--- config.mk ---
export PLATFORM = sky130hd
export DESIGN_NAME = ms_bcd_converter
export DESIGN_NICKNAME = d
export VERILOG_FILES = /design/src/rtl/ms_bcd_converter.sv
export SDC_FILE = /design/constraint.sdc
export NUM_CORES = 1
export LEC_CHECK = 0
export ABC_AREA = 1
export ABC_CLOCK_PERIOD_IN_PS = 1400
export CORE_ASPECT_RATIO = 1.25
export CORE_UTILIZATION = 55
export CTS_CLUSTER_SIZE = 30
export DETAILED_ROUTE_END_ITERATION = 6
export PLACE_DENSITY_LB_ADDON = 0.2
export SLEW_MARGIN = 0
export SYNTH_ARGS = -nofsm -noshare
export SYNTH_HDL_FRONTEND = slang
export SYNTH_SLANG_ARGS = --single-unit
export TNS_END_PERCENT = 30
--- constraint.sdc ---
create_clock -name clk -period 1.4 [get_ports clk]
set_input_delay 0.14 -clock clk [delete_from_list [all_inputs] [get_ports clk]]
set_output_delay 0.14 -clock clk [all_outputs]
set_load 0.005 [all_outputs]
--- src/rtl/ms_bcd_converter.sv ---
// Iterative double-dabble binary-to-BCD converter, one input bit per clk, start/busy/done handshake.
// Optional build macro BCD_BLANK_EN adds a registered leading-zero blanking output.
//
//   state   | meaning
//   --------+---------------------------------------------------------------
//   S_IDLE  | waiting for start; bcd_out holds the last result
//   S_SHIFT | converting, one bit of the captured input per clock
module ms_bcd_converter #(
  parameter int IN_W   = 20,
  parameter int DIGITS = 7
) (
  input  logic                  clk,
  input  logic                  reset,
  input  logic [IN_W-1:0]       bin_in,
  input  logic                  start,
  output logic                  busy,
  output logic                  done,
  output logic [4*DIGITS-1:0]   bcd_out
`ifdef BCD_BLANK_EN
  ,
  output logic [DIGITS-1:0]     blank
`endif
);

  localparam int BCD_W = 4 * DIGITS;
  localparam int CNT_W = $clog2(IN_W + 1);

  typedef enum logic {
    S_IDLE  = 1'b0,
    S_SHIFT = 1'b1
  } state_t;

  state_t             state_q, state_d;
  logic [IN_W-1:0]    shift_q, shift_d;
  logic [BCD_W-1:0]   scratch_q, scratch_d;
  logic [CNT_W-1:0]   cnt_q, cnt_d;
  logic [BCD_W-1:0]   bcd_q, bcd_d;
  logic               done_q, done_d;
  logic [BCD_W-1:0]   adj;
  logic               unused_adj_top;

`ifdef BCD_BLANK_EN
  logic [DIGITS-1:0]  blank_q, blank_d;
  logic               zero_above;
`endif

  // Add-3 correction, every digit evaluated in parallel from the pre-shift scratch value.
  always_comb begin
    adj = scratch_q;
    for (int i = 0; i < DIGITS; i++) begin
      if (scratch_q[4*i +: 4] >= 4'd5) begin
        adj[4*i +: 4] = scratch_q[4*i +: 4] + 4'd3;
      end
    end
  end

  // Pre-shift value is below 10^DIGITS/2, so the top digit never exceeds 4 and its MSB is always 0.
  assign unused_adj_top = adj[BCD_W-1];

  always_comb begin
    state_d   = state_q;
    shift_d   = shift_q;
    scratch_d = scratch_q;
    cnt_d     = cnt_q;
    bcd_d     = bcd_q;
    done_d    = 1'b0;
`ifdef BCD_BLANK_EN
    blank_d    = blank_q;
    zero_above = 1'b1;
`endif
    case (state_q)
      S_IDLE: begin
        if (start) begin
          state_d   = S_SHIFT;
          shift_d   = bin_in;
          scratch_d = '0;
          cnt_d     = CNT_W'(IN_W);
        end
      end
      S_SHIFT: begin
        scratch_d = {adj[BCD_W-2:0], shift_q[IN_W-1]};
        shift_d   = {shift_q[IN_W-2:0], 1'b0};
        cnt_d     = cnt_q - CNT_W'(1);
        if (cnt_q == CNT_W'(1)) begin
          state_d = S_IDLE;
          bcd_d   = scratch_d;
          done_d  = 1'b1;
`ifdef BCD_BLANK_EN
          // Walk from the most significant digit down; units digit is never blanked.
          for (int i = DIGITS - 1; i >= 1; i--) begin
            zero_above = zero_above && (scratch_d[4*i +: 4] == 4'd0);
            blank_d[i] = zero_above;
          end
          blank_d[0] = 1'b0;
`endif
        end
      end
      default: begin
        state_d = S_IDLE;
      end
    endcase
  end

  always_ff @(posedge clk) begin
    if (reset) begin
      state_q   <= S_IDLE;
      shift_q   <= '0;
      scratch_q <= '0;
      cnt_q     <= '0;
      bcd_q     <= '0;
      done_q    <= 1'b0;
    end else begin
      state_q   <= state_d;
      shift_q   <= shift_d;
      scratch_q <= scratch_d;
      cnt_q     <= cnt_d;
      bcd_q     <= bcd_d;
      done_q    <= done_d;
    end
  end

`ifdef BCD_BLANK_EN
  always_ff @(posedge clk) begin
    if (reset) begin
      blank_q <= '0;
    end else begin
      blank_q <= blank_d;
    end
  end

  assign blank = blank_q;
`endif

  assign busy    = (state_q == S_SHIFT);
  assign done    = done_q;
  assign bcd_out = bcd_q;

endmodule

# Word level (Yosys, flattened, before mapping)
# Cells that the tools add are included.
[op_classes]
n_mul = 0
n_bitwise = 1
mux = 17
shifts = 0
n_reduce_logical = 2
eq_ne = 2
n_lt_le_gt_ge = 7
addsub = 8
n_div = 0
[op_table]
columns = ["operator", "n"]
rows = [
  ["case mux 28 bit (2 select lines)", 1],
  ["case mux 20 bit (2 select lines)", 1],
  [">= comparator 4 x 3 -> 1 bit, second input constant", 7],
  ["2-to-1 mux 28 bit", 1],
  ["adder 4 x 2 -> 4 bit, second input constant", 6],
  ["2-to-1 mux 4 bit", 6],
  ["2-to-1 mux 20 bit", 1],
  ["case mux 5 bit (2 select lines)", 1],
  ["equality test 5 x 1 -> 1 bit, second input constant", 1],
  ["2-to-1 mux 5 bit", 1],
  ["subtractor 5 x 1 -> 5 bit, second input constant", 1],
  ["adder 3 x 2 -> 3 bit, second input constant", 1],
  ["2-to-1 mux 1 bit", 3],
  ["2-to-1 mux 3 bit", 1],
  ["inequality test 2 bit, second input constant", 1],
  ["case mux 1 bit (2 select lines)", 1],
  ["AND reduction 2 bit", 1],
  ["OR reduction 2 bit", 1],
  ["NOT 1 bit", 1],
]
[word_totals]
out_inout_bits = 30
mem_bits_rw = 0
word_cells = 43
mem_bits_ro = 0
input_bits = 23
regBits = 83
n_memories = 0
latch_bits = 0

# Depth between registers and ports, before layout
# Gate-level depths: netlist of the first run.
[depth]
word_depth = 3
depth_mapped = 10
ltp_nobuf = 10

# Worst setup path before layout of the first run
# OpenSTA, ideal clock, no wires.
[synth_path]
path_type = "register to register"
from = "reg cnt_q[1]"
to = "reg bcd_q[25] (netlist: bcd_out[25])"
stages_incl_launch_ff = 10
required_ns = 1.291
path_slack_ns = 0.128
setup_ns = 0.109
path_buffers = 1
arrival_ns = 1.163
synth_period_minus_slack_ns = 1.272
cell_sequence = "dfxtp_1 -> inv_1 -> ha_1 -> nand4_4 -> clkinv_2 -> buf_6 -> nor2_2 -> nor2_2 -> nand2_1 -> inv_1"
[synth_via]
elab_chain_len = 2
[synth_lines]
columns = ["item", "line", "source"]
rows = [
  ["start: declaration", "36", "logic [CNT_W-1:0] cnt_q, cnt_d;"],
  ["start signal: assignment", "116", "cnt_q <= cnt_d;"],
  ["equality test 5 x 1 -> 1 bit", "84", "if (cnt_q == CNT_W'(1)) begin"],
  ["AND reduction 2 bit (no line)", "--", ""],
  ["end signal: assignment", "110", "bcd_q <= '0;"],
  ["end signal: assignment", "117", "bcd_q <= bcd_d;"],
  ["end: declaration", "37", "logic [BCD_W-1:0] bcd_q, bcd_d;"],
]
# No other way between the ends.
# A chain may end at the register's enable or synchronous reset.

# Worst setup path after layout of the first run
[layout_path]
from = "reg bcd_q[1] (netlist: bcd_out[1])"
to = "out bcd_out[1]"
[layout_lines]
columns = ["item", "line", "source"]
rows = [
  ["end: declaration", "18", "output logic [4*DIGITS-1:0] bcd_out"],
]
# No word-level cell between the ends.

==> metrics.md, run 1 <==
| Metric | Value |
|---|---|
| Final min period | 1.36 ns |
| R2R setup slack | 0.06 ns |
| XOR/XNOR Fraction of Synth Area | 0% |
| Routability congestion estimate | 0.806 |
| Synthesized area per cell | 6.79 um^2 |
| Antenna viol nets, final | 0 |
| DRC violation count after routing | 0 |
| Compound-cell area share of the yosys netlist | 12.0% |
| Grt met1 use | 28.3% |
| Vias in the first global route | 4,001 |
| First-pass GRT wire length | 16,500 um |
| Peak supply drop | 0.698 mV |
| Syn Inst Count | 619 |
| CP Cell Sequence | clkdlybuf4s50_1 |
| Number of buffers created by CTS | 9 |
| Status | completed |
| Area growth from synthesis to layout | 27.0% |
| Synth Net Count | 658 |
| Core ar. | 7400 um^2 |
| Layout Nets | 722 |
| Synth area leaders | dfxtp_1 (40%), nand2_1 (17%), inv_1 (9.2%) |
| Wire per inst | 12.3 um |
| Post-synth ARST share | 0% |
| Power Density | 974 nW/um^2 |
| Post-Syn Area | 4210 um^2 |
| DR pass1 iterations | 4 |
| Fmax | 738 MHz |
| Effective utilization at floorplan | 56.8% |
| IO Port Bufs | 52 |
| Largest family of logic cells by synthesized area | simple AND/OR/NAND/NOR gates |
| Synth unique cells | 26 |
| CTS Buffer Depth | 2 |
| Diodes inserted | 0 |
| Routing usage on met2 | 47.5% |
| # placed instances | 762 |
| GRT Residual Overflow | 0 |
| Via Count | 4,061 |
| Synth Flop Type | dfxtp_1 |
| Routed wire length | 9590 um |
| Largest area contributor in the netlist | dfxtp_1 |
| Vias/cell | 5.21 |
| Nature of the critical path endpoint | output port |
| Worst-path clk slew | 0.08 ns |
| Total Neg Setup Slack | 0 ns |
| #FFs+latches synth | 83 |
| Finished layout cell area | 5340 um^2 |
| WHS | 0.0321 ns |
| Synthesis Warnings | 0 |
| RSZ-0062 raised after global routing | yes |
| DIE HEIGHT | 99.8 um |
| Mux cell area share after synthesis | 0.238% |
| Rel. slew slack | 80.6% |
| Post-synthesis simple-gate area fraction | 30.4% |
| Final Max Slew Viols | 0 |
| Clock latency on the worst-skew pair | 0.35 ns |
| Count leader, synth | nand2_1 |
| # setup viols final | 0 |
| Max-Cap Viols | 0 |
| Sink Count | 83 |
| Max stage delay on crit path | 0.51 ns |
| Dpl hpwl | 6530 um |
| Busiest grt layer | met2 |
| Final setup margin | 0.0443 ns |
| Slew @ Worst Pin | 0.291 ns |
| Hold Path Class | primary input to flip-flop |
| Final worst path period share | 96.8% |
| Die ar. | 8000 um^2 |
| Cell Count, Final, Fillers Out | 780 |
| Hold Fails Final Rpt | 0 |
| M3 GR Usage | 4.50% |
| Fillcell total | 619 |
| H-tree levels | 3 |
| CTS tree | done |
| Die X | 80.2 um |
| Top post-synthesis cells by count | nand2_1 (193), inv_1 (103), dfxtp_1 (83) |
| Setup slack at placement | -0.0325 ns |
| DP Area | 4950 um^2 |
| Util after Layout | 72.1% |
| Crit start category | flip-flop |
| Total power | 5.20 mW |
| CP Buf/Inv Count | 1 |
| Post-Synth Adder-Cell Area | 4.76% |
| Layout cells sized above 1 | 15.4% |
| Ports | 53 |
| Critical path type | flip-flop to output port |
| Synth top area share | 39.5% |
| CTS root buffer | clkbuf_8 |
| FP Rows | 35 |
| Post-route clock skew | 0.00730 ns |
| Register area share after synthesis | 39.5% |
| Cell family with most CP delay | buffers and inverters |
| Hold Buf Count CTS | 0 |
| CP arrival | 1.22 ns |
| Post-synth EDFFs | 0 |
| Initial antenna violation count | 0 |
| Critical path's slowest cell | clkdlybuf4s50_1 |
| Worst endpoint required time | 1.26 ns |
| Largest net degree at the start of global routing | 58 |
| Crit Path Max Fanout | 2 |
| Pleak | 2.50 nW |
| GRT Total Usage | 26.0% |
| First DRT Iteration DRCs | 218 |
routing by layer:
| metal | share of wire, % | up-vias | routed length [um] |
|---|---|---|---|
| met3 | 3.4 | 17 | 324 |
| met5 | 0 | - | 0 |
| met4 | 2.3 | 0 | 220 |
| met2 | 52 | 95 | 5030 |
| met1 | 42 | 1863 | 4020 |
| li1 | - | 2086 | - |
flip-flops by register name, indices dropped and copies added, names as in the netlist:
register and cells:
bcd_out 28, busy 1, cnt_q 5, done 1
scratch_q 28, shift_q 20
cell usage in the layout, fill, tap and decap left out, types with 2 or more instances in the layout:
master           count
o21ai_0             23
a22oi_1              8
nor2_2              15
inv_1               96
o211ai_1             5
dfxtp_2             11
nand4_1             15
nand2_1            184
clkbuf_8             9
buf_12               5
nand2_2              8
dlymetal6s2s_1       2
nor2_1              11
inv_2                8
nand3_2              8
dfxtp_4              4
dfxtp_1             68
ha_1                15
nand3_1             46
bufinv_16            4
a21oi_1             52
clkdlybuf4s50_1     49
buf_4               23
clkinv_4             2
o21ai_1              3
layout make-up:
cell class              instances  area, um^2  area share, %
well taps                      92         115           2.16
clock inverters                 6         138           2.58
inverters                     105         395           7.41
multi-input cells             403        2070           38.7
repair buffers                 81         805           15.1
flip-flops and latches         83        1690           31.7
clock buffers                  10         128           2.39
final timing paths:
| check | start | endpoint | depth (start not counted) |
|---|---|---|---|
| setup / recovery | bcd_out[1] | bcd_out[1] | 1 |
| hold / removal | reset | bcd_out[19] | 2 |
| setup reg to reg | scratch_q[5] | bcd_out[5] | 8 |
| hold reg to reg | bcd_out[11] | bcd_out[11] | 2 |
where the power goes:
part           switching (mW)  total [mW]  internal (mW)  leakage (nW)
clock                   0.878        2.25           1.37         0.131
combinational           0.268       0.491          0.223          1.69
sequential             0.0391        2.46           2.42         0.682
logic make-up after synthesis:
group / after synthesis
flops: 83
buf+inv: 133
simple gates: 293
compound gates: 93
mux: 1
fa+ha+maj: 16
what timing repair did:
action,CTS,global route
setup endpoints to repair,14,48
resized for setup,7,44
buffers inserted,1,1
pin swaps,0,2
Power figures use the tool's default switching activity.
==> inputs of run 2 (changes only) <==
--- a/config.mk
+++ b/config.mk
@@ -6,11 +6,12 @@
 export NUM_CORES = 1
 export LEC_CHECK = 0
 export ABC_AREA = 1
-export ABC_CLOCK_PERIOD_IN_PS = 1400
+export ABC_CLOCK_PERIOD_IN_PS = 1380
 export CORE_ASPECT_RATIO = 1.25
 export CORE_UTILIZATION = 55
 export CTS_CLUSTER_SIZE = 30
 export DETAILED_ROUTE_END_ITERATION = 6
+export DONT_BUFFER_PORTS = 1
 export PLACE_DENSITY_LB_ADDON = 0.2
 export SLEW_MARGIN = 0
 export SYNTH_ARGS = -nofsm -noshare
==> constraint.sdc (replaced) <==
create_clock -name clk -period 1.38 [get_ports clk]
set_input_delay 0.138 -clock clk [delete_from_list [all_inputs] [get_ports clk]]
set_output_delay 0.138 -clock clk [all_outputs]
set_load 0.005 [all_outputs]
==> run 2 against run 1 <==
The run now ends with negative hold slack left. Register-to-register slack hardly changed. Total power shrank 9.9%. Clock-buffer cell count is the same. Global-route usage decreased by 2.6 points. Clock skew up 0.0084 ns. Hold slack got worse by 0.18 ns. Worst setup slack improved by 0.017 ns. Critical path type is now flip-flop to flip-flop. Critical endpoint is now scratch_q[6]. Largest power group unchanged.
==> metrics.md, run 2 (same netlist as run 1, synthesis figures left out) <==
| Metric | Value |
|---|---|
| Dpl hpwl | 6060 um |
| Fillcell total | 699 |
| Post-route clock skew | 0.0157 ns |
| Status | finished, violations left |
| Worst-path clk slew | 0.09 ns |
| Setup slack at placement | -0.00499 ns |
| Effective utilization at floorplan | 56.8% |
| Core ar. | 7400 um^2 |
| Power Density | 999 nW/um^2 |
| Rel. slew slack | 80.1% |
| Critical path type | flip-flop to flip-flop |
| Routability congestion estimate | 0.868 |
| Wire per inst | 12.6 um |
| Finished layout cell area | 4690 um^2 |
| Commonest cells after routing, fill and taps aside | nand2_1 (183), inv_1 (94), dfxtp_1 (71) |
| Fmax | 758 MHz |
| Routed wire length | 9080 um |
| Initial antenna violation count | 0 |
| Crit start category | flip-flop |
| Hold Fails Final Rpt | 60 |
| Vias/cell | 5.30 |
| Failing checks | negative hold slack |
| Antenna viol nets, final | 0 |
| Internal | 3.59 mW |
| Final min period | 1.32 ns |
| RSZ-0062 raised after global routing | yes |
| FP Rows | 35 |
| Max stage delay on crit path | 0.38 ns |
| Layout Nets | 665 |
| Die ar. | 8000 um^2 |
| Pleak | 2.20 nW |
| Largest net degree at the start of global routing | 62 |
| Vias in the first global route | 3,572 |
| IO Port Bufs | 0 |
| CTS root buffer | clkbuf_8 |
| NetSw | 1.10 mW |
| DRC violation count after routing | 0 |
| Crit Path Max Fanout | 5 |
| Clock power share | 39.5% |
| Critical path's slowest cell | dfxtp_2 |
| Area growth from synthesis to layout | 11.5% |
| Layout cells sized above 1 | 16.2% |
| CTS tree | done |
| GRT Total Usage | 23.4% |
| Die X | 80.2 um |
| Register share of total power | 53.4% |
| Hold Path Class | primary input to flip-flop |
| Combinational share of power | 7.1% |
| # setup viols final | 0 |
| H-tree levels | 3 |
| Peak supply drop | 0.589 mV |
| Sink Count | 83 |
| CTS Buffer Depth | 2 |
| DP Area | 4350 um^2 |
| Max-Cap Viols | 0 |
| # placed instances | 702 |
| DIE HEIGHT | 99.8 um |
| Number of buffers created by CTS | 9 |
| Slew @ Worst Pin | 0.298 ns |
| Via Count | 3,827 |
| Nature of the critical path endpoint | flip-flop |
| CP Cell Sequence | inv_2, ha_1, inv_1, nand2_2, buf_4, nand4_1, nand3_1, a21oi_1 |
| GRT Residual Overflow | 0 |
| WHS | -0.152 ns |
| Most common cell after layout, fill and taps aside | nand2_1 |
| Diodes inserted | 0 |
| Worst endpoint required time | 1.68 ns |
| Final worst path period share | 95.6% |
| Clock latency on the worst-skew pair | 0.36 ns |
| First DRT Iteration DRCs | 172 |
| CP arrival | 1.61 ns |
| Cell Count, Final, Fillers Out | 722 |
| DR pass1 iterations | 4 |
| Final setup margin | 0.0610 ns |
| Ports | 53 |
| Util after Layout | 63.4% |
| Final Max Slew Viols | 0 |
| Switching Fraction | 23.4% |
| First-pass GRT wire length | 14,800 um |
## run 2: worst paths after layout
path,start,to,slack [ns],cells past startpoint
max,scratch_q[4],scratch_q[6],0.06,8
max reg2reg,scratch_q[4],scratch_q[6],0.06,8
min reg2reg,scratch_q[25],scratch_q[25],0.46,2
min,reset,bcd_out[15],-0.15,1
## run 2: power by group through the flow
stage,Sequential (mW),Combinational [mW],Clock (mW)
after floorplan,2.55,0.292,0
after global placement,2.56,0.328,0
after detailed placement,2.56,0.334,0
after CTS,2.51,0.335,1.89
after global routing,2.51,0.383,1.96
final,2.50,0.333,1.85
## run 2: layout make-up
cell class	instances	area, um^2	share of cell area, %
flip-flops and latches	83	1680	35.9
multi-input cells	403	2070	44.1
clock inverters	5	78.8	1.68
inverters	105	397	8.46
clock buffers	10	128	2.72
repair buffers	24	218	4.64
well taps	92	115	2.45
## run 2: per-stage QoR
stage	setup TNS [ns]	total power, mW
final	0	4.68
after CTS	0	4.73
after detailed placement	-0.00499	2.90
after global routing	-0.115	4.85
after global placement	0	2.89
after floorplan	0	2.84
## run 2: what timing repair did
item                                    in CTS  in global routing
endpoints found under the hold margin       60                 60
pin swaps                                    0                  3
gates resized for setup                      5                 42
endpoints found under the setup margin      10                 39
setup buffers                                0                  5
## run 2: worst max-delay path: cells and delay by family (launching register included)
kind	cells	cell delay, ns
adders and majority gates	1	0.19
and+or+nand+nor	3	0.26
DFF	1	0.38
AOI/OAI and AO/OA	1	0.12
buffers and inverters	3	0.30
## run 2: per-layer routing
metal  up-vias  track usage, %  share of wire [%]
li1       1970               -                  -
met1      1747            25.6                 43
met2        93            43.9                 51
met3        17            2.84                3.7
met4         0            11.0                2.1
met5         -               0                  0
